===== src/rtl/alu_ctrl_pkg.sv =====
// Shared encodings for the multicycle ALU control path: ALU ops, operand
// selects, instruction fields and the sequencer state enum.
package alu_ctrl_pkg;

  localparam int OPW    = 6;
  localparam int ALUOPW = 3;

  typedef enum logic [ALUOPW-1:0] {
    ALU_NOP = 3'b000,
    ALU_ADD = 3'b001,
    ALU_SUB = 3'b010,
    ALU_AND = 3'b011,
    ALU_OR  = 3'b100,
    ALU_SLT = 3'b111
  } alu_op_e;

  localparam logic       SRC_A_PC      = 1'b0;
  localparam logic       SRC_A_REG     = 1'b1;
  localparam logic [1:0] SRC_B_REG     = 2'b00;
  localparam logic [1:0] SRC_B_FOUR    = 2'b01;
  localparam logic [1:0] SRC_B_IMM     = 2'b10;
  localparam logic [1:0] SRC_B_IMM_SH2 = 2'b11;

  localparam logic [OPW-1:0] OP_RTYPE = 6'h00;
  localparam logic [OPW-1:0] OP_BEQ   = 6'h04;
  localparam logic [OPW-1:0] OP_ADDI  = 6'h08;
  localparam logic [OPW-1:0] OP_ANDI  = 6'h0C;
  localparam logic [OPW-1:0] OP_ORI   = 6'h0D;

  localparam logic [OPW-1:0] FN_ADD = 6'h20;
  localparam logic [OPW-1:0] FN_SUB = 6'h22;
  localparam logic [OPW-1:0] FN_AND = 6'h24;
  localparam logic [OPW-1:0] FN_OR  = 6'h25;
  localparam logic [OPW-1:0] FN_SLT = 6'h2A;

  typedef enum logic [2:0] {
    ST_IDLE,
    ST_FETCH,
    ST_DECODE,
    ST_EX_R,
    ST_EX_I,
    ST_EX_BEQ,
    ST_WB,
    ST_ERR
  } state_e;

endpackage


===== src/rtl/alu_op_decode.sv =====
// Combinational ALU operation decode from sequencer state and instruction
// fields; valid flags whether the opcode/funct pair is supported.
module alu_op_decode
  import alu_ctrl_pkg::*;
(
  input  state_e             state,
  input  logic [OPW-1:0]     opcode,
  input  logic [OPW-1:0]     funct,
  output logic [ALUOPW-1:0]  alu_op,
  output logic               valid
);

  alu_op_e ex_op;

  // NOTE: every output gets a default before the case so no path leaves it
  // unassigned, which would otherwise infer a latch.
  always_comb begin
    ex_op = ALU_NOP;
    valid = 1'b0;
    unique case (opcode)
      OP_RTYPE: begin
        unique case (funct)
          FN_ADD:  begin ex_op = ALU_ADD; valid = 1'b1; end
          FN_SUB:  begin ex_op = ALU_SUB; valid = 1'b1; end
          FN_AND:  begin ex_op = ALU_AND; valid = 1'b1; end
          FN_OR:   begin ex_op = ALU_OR;  valid = 1'b1; end
          FN_SLT:  begin ex_op = ALU_SLT; valid = 1'b1; end
          default: ;
        endcase
      end
      OP_ADDI: begin ex_op = ALU_ADD; valid = 1'b1; end
      OP_ANDI: begin ex_op = ALU_AND; valid = 1'b1; end
      OP_ORI:  begin ex_op = ALU_OR;  valid = 1'b1; end
      OP_BEQ:  begin ex_op = ALU_SUB; valid = 1'b1; end
      default: ;
    endcase
  end

  // FETCH and DECODE reuse the ALU as an adder (PC+4, branch target); WB
  // holds the execute op so the result stays stable during the write.
  always_comb begin
    alu_op = ALU_NOP;
    unique case (state)
      ST_FETCH, ST_DECODE:   alu_op = ALU_ADD;
      ST_EX_R, ST_EX_I, ST_WB: alu_op = ex_op;
      ST_EX_BEQ:             alu_op = ALU_SUB;
      default:               alu_op = ALU_NOP;
    endcase
  end

endmodule


===== src/rtl/alu_src_sequencer.sv =====
// Multicycle FETCH/DECODE/EXECUTE/WRITEBACK sequencer driving the ALU operand
// muxes, ALU op and the PC/IR/register-file write strobes.
module alu_src_sequencer
  import alu_ctrl_pkg::*;
(
  input  logic              clk,
  input  logic              reset_n,
  input  logic              start,
  input  logic [OPW-1:0]    opcode,
  input  logic [OPW-1:0]    funct,
  input  logic              zero,
  output logic              alu_src_a,
  output logic [1:0]        alu_src_b,
  output logic [ALUOPW-1:0] alu_op,
  output logic              ir_write,
  output logic              pc_write,
  output logic              reg_write,
  output logic              busy,
  output logic              done,
  output logic              err
);

  state_e         state, state_nxt;
  logic [OPW-1:0] op_q, funct_q;
  logic [OPW-1:0] dec_opcode, dec_funct;
  logic           dec_valid;

  // The IR fields are only trusted during DECODE; afterwards the latched
  // copies drive the decode so late IR changes cannot alter the instruction.
  always_comb begin
    dec_opcode = op_q;
    dec_funct  = funct_q;
    if (state == ST_DECODE) begin
      dec_opcode = opcode;
      dec_funct  = funct;
    end
  end

  alu_op_decode u_alu_op_decode (
    .state  (state),
    .opcode (dec_opcode),
    .funct  (dec_funct),
    .alu_op (alu_op),
    .valid  (dec_valid)
  );

  // NOTE: state and the small field latches are cleared asynchronously so the
  // Moore strobes drop the instant reset_n falls, without waiting for a clock.
  always_ff @(posedge clk or negedge reset_n) begin
    if (!reset_n) begin
      state   <= ST_IDLE;
      op_q    <= '0;
      funct_q <= '0;
      done    <= 1'b0;
      err     <= 1'b0;
    end else begin
      state <= state_nxt;
      done  <= (state == ST_WB) || (state == ST_EX_BEQ) || (state == ST_ERR);
      err   <= (state == ST_ERR);
      if (state == ST_DECODE) begin
        op_q    <= opcode;
        funct_q <= funct;
      end
    end
  end

  always_comb begin
    state_nxt = state;
    unique case (state)
      ST_IDLE:   if (start) state_nxt = ST_FETCH;
      ST_FETCH:  state_nxt = ST_DECODE;
      ST_DECODE: begin
        if (!dec_valid)             state_nxt = ST_ERR;
        else if (opcode == OP_RTYPE) state_nxt = ST_EX_R;
        else if (opcode == OP_BEQ)   state_nxt = ST_EX_BEQ;
        else                         state_nxt = ST_EX_I;
      end
      ST_EX_R, ST_EX_I: state_nxt = ST_WB;
      default:          state_nxt = ST_IDLE;
    endcase
  end

  always_comb begin
    alu_src_a = SRC_A_PC;
    alu_src_b = SRC_B_REG;
    ir_write  = 1'b0;
    pc_write  = 1'b0;
    reg_write = 1'b0;
    busy      = (state != ST_IDLE);
    unique case (state)
      ST_FETCH: begin
        alu_src_b = SRC_B_FOUR;
        ir_write  = 1'b1;
        pc_write  = 1'b1;
      end
      ST_DECODE: alu_src_b = SRC_B_IMM_SH2;
      ST_EX_R: alu_src_a = SRC_A_REG;
      ST_EX_I: begin
        alu_src_a = SRC_A_REG;
        alu_src_b = SRC_B_IMM;
      end
      ST_EX_BEQ: begin
        alu_src_a = SRC_A_REG;
        pc_write  = zero;
      end
      ST_WB: begin
        alu_src_a = SRC_A_REG;
        alu_src_b = (op_q == OP_RTYPE) ? SRC_B_REG : SRC_B_IMM;
        reg_write = 1'b1;
      end
      default: ;
    endcase
  end

endmodule


===== config.mk =====
export PLATFORM = sky130hd
export DESIGN_NAME = alu_src_sequencer
export DESIGN_NICKNAME = d
export VERILOG_FILES = /design/src/rtl/alu_ctrl_pkg.sv /design/src/rtl/alu_op_decode.sv /design/src/rtl/alu_src_sequencer.sv
export SDC_FILE = /design/constraint.sdc
export NUM_CORES = 1
export LEC_CHECK = 0
export CAP_MARGIN = 25
export CORE_UTILIZATION = 47
export DETAILED_ROUTE_END_ITERATION = 8
export GPL_ROUTABILITY_DRIVEN = 1
export PLACE_DENSITY = 0.82
export SYNTH_ARGS = -nofsm -noshare
export SYNTH_HDL_FRONTEND = slang
export SYNTH_SLANG_ARGS = --single-unit

===== constraint.sdc =====
create_clock -name clk -period 2.85 [get_ports clk]
set_input_delay 0.4275 -clock clk [delete_from_list [all_inputs] [get_ports clk]]
set_output_delay 0.4275 -clock clk [all_outputs]
set_load 0.01 [all_outputs]

## After elaboration in Yosys (flattened, before gate mapping)

Index checks and enable logic that the tools add are counted.

| cells by class | value |
|---|---|
| equality and inequality tests | 18 |
| mux-type cells | 18 |
| reductions and logical operators | 13 |

Operator list:

| kind | count |
|---|---|
| 6-bit == test, second input constant | 5 |
| 3-bit case mux with 5 select lines | 2 |
| 6-bit by 4-bit == test with 1-bit output, second input constant | 3 |
| 6-bit zero test | 3 |
| 3-bit == test, second input constant | 4 |
| 6-bit by 3-bit == test with 1-bit output, second input constant | 2 |
| 6-bit 2-to-1 mux | 2 |
| 3-bit case mux with 4 select lines | 1 |
| 3-bit 2-to-1 mux | 3 |
| 3-bit case mux with 3 select lines | 1 |
| 2-bit case mux with 4 select lines | 1 |
| 4-bit OR reduction | 2 |
| 3-bit by 2-bit == test with 1-bit output, second input constant | 2 |
| 1-bit 2-to-1 mux | 5 |
| 5-bit OR reduction | 1 |
| 1-bit case mux with 2 select lines | 2 |
| 2-bit OR reduction | 2 |
| 3-bit by 1-bit == test with 1-bit output, second input constant | 1 |
| 3-bit zero test | 1 |
| 3-bit nonzero test | 1 |
| 3-bit OR reduction | 1 |
| 1-bit logical OR | 2 |
| 2-bit 2-to-1 mux | 1 |
| 2-bit inequality test, second input constant | 1 |

| word-level totals | value |
|---|---|
| flip-flop bits (word level) | 17 |

## Depth between registers and ports, before layout

| depth | value |
|---|---|
| depth in word-level cells | 8 |
| mapped depth | 7 |

## Hierarchy

Synthesis repeated with hierarchy kept, for this count alone.

| unflattened totals | value |
|---|---|
| cell total of the unflattened synthesis | 94 |
| area total of the unflattened synthesis | 1032.2 sq um |

By module, submodules not included:

| module | instances | cells each | area an instance (sq um) | seq. area each (sq um) |
|---|---|---|---|---|
| alu_src_sequencer | 1 | 63 | 823.3 | 425.4 |
| alu_op_decode | 1 | 31 | 209.0 | 0.0 |

## Worst setup path before layout

OpenSTA, ideal clock, no wires.

| timing | value |
|---|---|
| path kind | register to output |
| start point | register state[0] |
| end point | output alu_op[0] |
| arrival time | 1420 ps |
| required time | 2423 ps |
| path slack | 1002 ps |
| stages on the path, launching flop included | 6 |
| cells stage by stage | dfrtp_1 nor3b_2 buf_4 mux2_2 o21bai_1 a21o_1 |

| on the way | value |
|---|---|
| elaborated cells between the ends (all ways) | 23 |

RTL lines:

| element | RTL line | text |
|---|---|---|
| start, declared | alu_src_sequencer.sv:23 | `state_e state, state_nxt;` |
| start signal, assigned | alu_src_sequencer.sv:57 | `state <= state_nxt;` |
| 3-bit by 2-bit == test with 1-bit output (*) | alu_src_sequencer.sv:33 | `if (state == ST_DECODE) begin` |
| 6-bit 2-to-1 mux (*) | - |  |
| net dec_opcode[3] | alu_src_sequencer.sv:25 | `logic [OPW-1:0] dec_opcode, dec_funct;` |
| 6-bit by 3-bit == test with 1-bit output, or another cell as far along | alu_op_decode.sv:20 | `unique case (opcode)` |
| 3-bit case mux with 5 select lines (*) | alu_op_decode.sv:20 |  |
| 3-bit case mux with 3 select lines (*) | alu_op_decode.sv:43 | `unique case (state)` |
| end, declared | alu_src_sequencer.sv:14 | `output logic [ALUOPW-1:0] alu_op,` |

The timed path passes the listed nets; every way through them passes the cells marked *.

## Final worst setup path

| timing | value |
|---|---|
| start point | input funct[2] |
| end point | output alu_op[2] |

| on the way | value |
|---|---|
| longest elaborated chain between the ends | 5 |
| elaborated cells between the ends (all ways) | 9 |

Ends and longest elaborated chain:

| element | RTL line | text |
|---|---|---|
| start, declared | alu_src_sequencer.sv:10 | `input logic [OPW-1:0] funct,` |
| 6-bit 2-to-1 mux (*) | - |  |
| 6-bit == test | alu_op_decode.sv:22 | `unique case (funct)` |
| 3-bit case mux with 5 select lines (*) | alu_op_decode.sv:22 |  |
| 3-bit case mux with 5 select lines (*) | alu_op_decode.sv:20 |  |
| 3-bit case mux with 3 select lines (*) | alu_op_decode.sv:43 |  |

Every way passes the cells marked *; elsewhere a longest branch is shown, timed or not.

==> flow_summary.yaml <==
min_path:
  worst_hold_path.num_cells: 1
  hold_path_class: "reg -> reg"
  holdCritStartpoint: "funct_q[5]$_DFF_PN0_"
timing:
  hold_ws_ns: 0.525
  tightest_slew_ns: 0.755
  min_period_over_period_pct: 97.1
  timing.final.ws_setup_ns: 0.0831
  finalCriticalPeriod_ns: 2.77
  skew_ns: 0.00594
  final_total_negative_setup_slack_ns: 0
  max_freq_mhz: 361
  report.final.hold_viol_count: 0
  final-setup-viol-count: 0
  slew-limit-headroom_pct: 49.5
  grt_setup_unrepaired: "no"
  number_of_max_slew_violations_in_the_final_report: 0
cells_and_area:
  areaGrowthSynthToFinish_pct: 36.2
  final_cell_area_um2: 1460
  finalCoreUtilization_pct: 71.3
  num-nets-final: 172
  drive_gt1_share_pct: 16.8
  instances_no_fill: 182
  antenna_cells_inserted: 0
detailed_routing:
  detailroute.via_count: 1017
  drc_errors: 0
  remaining_antenna_violation_count: 0
  drt-total-wl_mm: 2.54
  drtIter0Drc: 24
  drtPass1Iterations: 4
  post_drt_wl_per_cell_um: 14.0
  routed_via_density: 5.59
logic_synthesis:
  postSynthCellCount: 119
  synth_async_sr_flop_share_pct: 100
  ys_seq_elements: 17
  seq_area_frac_synth_pct: 39.8
  synth_fp_nets: 135
  yosys_warnings: 0
  cell_types_with_the_highest_counts_after_synthesis: "sky130_fd_sc_hd__dfrtp_1, sky130_fd_sc_hd__nor2_1, sky130_fd_sc_hd__mux2_2, sky130_fd_sc_hd__nand2_1, sky130_fd_sc_hd__o21ai_0"
  yosys.cell_count.top_type: "sky130_fd_sc_hd__dfrtp_1"
  netlist.area_leader.share_pct: 39.8
  synth.cell_area_um2: 1070
  synth_ff_type: "sky130_fd_sc_hd__dfrtp_1"
  synthDominantAreaCellType: "sky130_fd_sc_hd__dfrtp_1"
  synth_top_cells_by_area: "sky130_fd_sc_hd__dfrtp_1, sky130_fd_sc_hd__mux2_2, sky130_fd_sc_hd__nor2_1"
  syn_area_per_cell_um2: 8.98
  synth.distinct_cells: 30
  synth_enable_flop_cells: 0
grt:
  maximum_number_of_pins_on_one_net_before_global_route_repair: 18
  antenna_found_initial: 0
  wire_length_of_the_first_global_routing_pass_mm: 4.26
  grt_pass1_vias: 1003
  gr-total-overflow: 0
  overall_global_routing_usage_pct: 22.3
setup_path:
  crit_path_max_incr_delay_ns: 0.56
  timing.critical_path.arrival_ns: 2.34
  r2r-end: "state[2]$_DFFE_PN0P_"
  timing_worst_setup_path_type: "in -> out"
  rrSetupSlack_ns: 1.18
  crit_required_ns: 2.42
  timing.critical_path.to_type: "output port"
  critPathLaunchType: "input port"
  path_common_cell: "sky130_fd_sc_hd__clkdlybuf4s50_1"
  critical_path.cell_chain: "clkdlybuf4s50_1, nor4bb_1, a31oi_1, nor3_1, nor2_1, a21oi_1, clkdlybuf4s50_1"
  slowest_stage: "sky130_fd_sc_hd__clkdlybuf4s50_1"
  critical_path.max_fanout: 6
  critPathCapture: "alu_op[2]"
  regToRegStartpoint: "state[0]$_DFFE_PN0P_"
  ff2ff_path_depth: 7
  worstSetupStartpoint: "funct[2]"
power:
  ir_drop_mv: 0.667
  comb_power_share_pct: 59.2
  sw_frac_of_total_pct: 38.9
  power_leakage_nw: 0.609
  design_power_total_mw: 1.44
  clockPowerShare_pct: 8.9
  seq_power_share_pct: 32.0
  power_density_nw_per_um2: 990
  switchingPower_mw: 0.561
  internal_power_mw: 0.880
cts:
  clock_sink_count: 17
  worst_skew_pair.late_latency_ns: 0.29
  tritoncts_clock_tree: "done"
  cts-hold-fix-buffers: 0
  clk_path_buf_depth: 2
  root_buffer: "sky130_fd_sc_hd__clkbuf_4"
  tritoncts.num_buffers: 3
  cts_htree_levels: 1
  clk_pin_slew_ns: 0.10
placed_design:
  placed_area_um2: 1400
  pre_cts_slack_ns: 0.137
  buffer_ports.inserted: 27
  gp_routability_congestion: 0.803
  hpwl_after_detailed_placement_mm: 1.97
  place.detailed.instances: 175
floorplanning:
  full_die_area_um2: 2470
  ios: 28
  floorplan.initialDensity_pct: 52.3
  fp.dieW_um: 49.7
  die-height_um: 49.7
  placement_rows: 16
  core_um2: 2040
status:
  outcome: "finished clean"
job:
  max_capacitance_violation_total: 0
## registers in the layout, indices dropped and copies added (netlist names)
register,count
funct_q,6
op_q,6
state,3
done,1
err,1
## critical path: cells and delay by family
kind            cells  cell delay [ns]
simple gates        3             0.60
buf+inv             2             1.10
compound gates      2             0.21
## cell usage in the layout (no fill, tap or decap), types with 4 or more instances in the layout
| cell type | n |
|---|---|
| sky130_fd_sc_hd__mux2_2 | 11 |
| sky130_fd_sc_hd__nor2b_1 | 4 |
| sky130_fd_sc_hd__dfrtp_1 | 17 |
| sky130_fd_sc_hd__nand2_1 | 11 |
| sky130_fd_sc_hd__buf_4 | 9 |
| sky130_fd_sc_hd__nor2_1 | 12 |
| sky130_fd_sc_hd__nor3_1 | 7 |
| sky130_fd_sc_hd__clkdlybuf4s50_1 | 26 |
| sky130_fd_sc_hd__nand3_1 | 5 |
| sky130_fd_sc_hd__a21oi_1 | 6 |
| sky130_fd_sc_hd__o21ai_0 | 8 |
| sky130_fd_sc_hd__inv_1 | 5 |
## power groups by stage
| stage | Clock, mW | Sequential [mW] | Combinational, mW |
|---|---|---|---|
| 2_1_floorplan | 0 | 0.447 | 0.523 |
| 3_3_place_gp | 0 | 0.452 | 0.796 |
| 3_5_place_dp | 0 | 0.466 | 0.814 |
| 4_1_cts | 0.134 | 0.460 | 0.853 |
| 5_1_grt | 0.142 | 0.479 | 0.930 |
| 6_report | 0.128 | 0.460 | 0.852 |
## per-layer routing
layer	wire (um)	part of all wire, %	vias to the layer above	global-route usage [%]
li1	-	-	503	-
met1	1070	42	473	27.2
met2	1320	52	39	41.7
met3	135	5.3	2	1.85
met4	18	0.71	0	5.71
met5	0	0	-	0
## cell families after synthesis
group	synth area share [%]
xor gates and xnor gates	0.820
and+or+nand+nor	27.5
adders and majority gates	1.87
buffers and inverters	4.22
muxes	14.4
AOI/OAI and AO/OA	11.4
DFF	39.8
## worst min-delay path by stage
stage	to	slack (ns)
after floorplan	done$_DFF_PN0_	0.13
after global placement	funct_q[4]$_DFF_PN0_	0.48
after detailed placement	op_q[4]$_DFF_PN0_	0.50
after CTS	op_q[4]$_DFF_PN0_	0.53
after global routing	op_q[4]$_DFF_PN0_	0.55
final	funct_q[5]$_DFF_PN0_	0.53
## cell type report
class                   instances  area [um^2]
flip-flops and latches         17          425
clock inverters                 1         5.00
multi-input cells              92          598
repair buffers                 37          352
fillers                       169          587
inverters                       5         18.8
clock buffers                   3         22.5
well taps                      27         33.8
## repair_timing
item	CTS	global route
pin swaps	0	0
hold endpoints to repair	0	0
buffers inserted	3	0
resized for setup	1	1
setup endpoints to repair	1	1
Note: power is estimated with default switching activity, not from simulation.
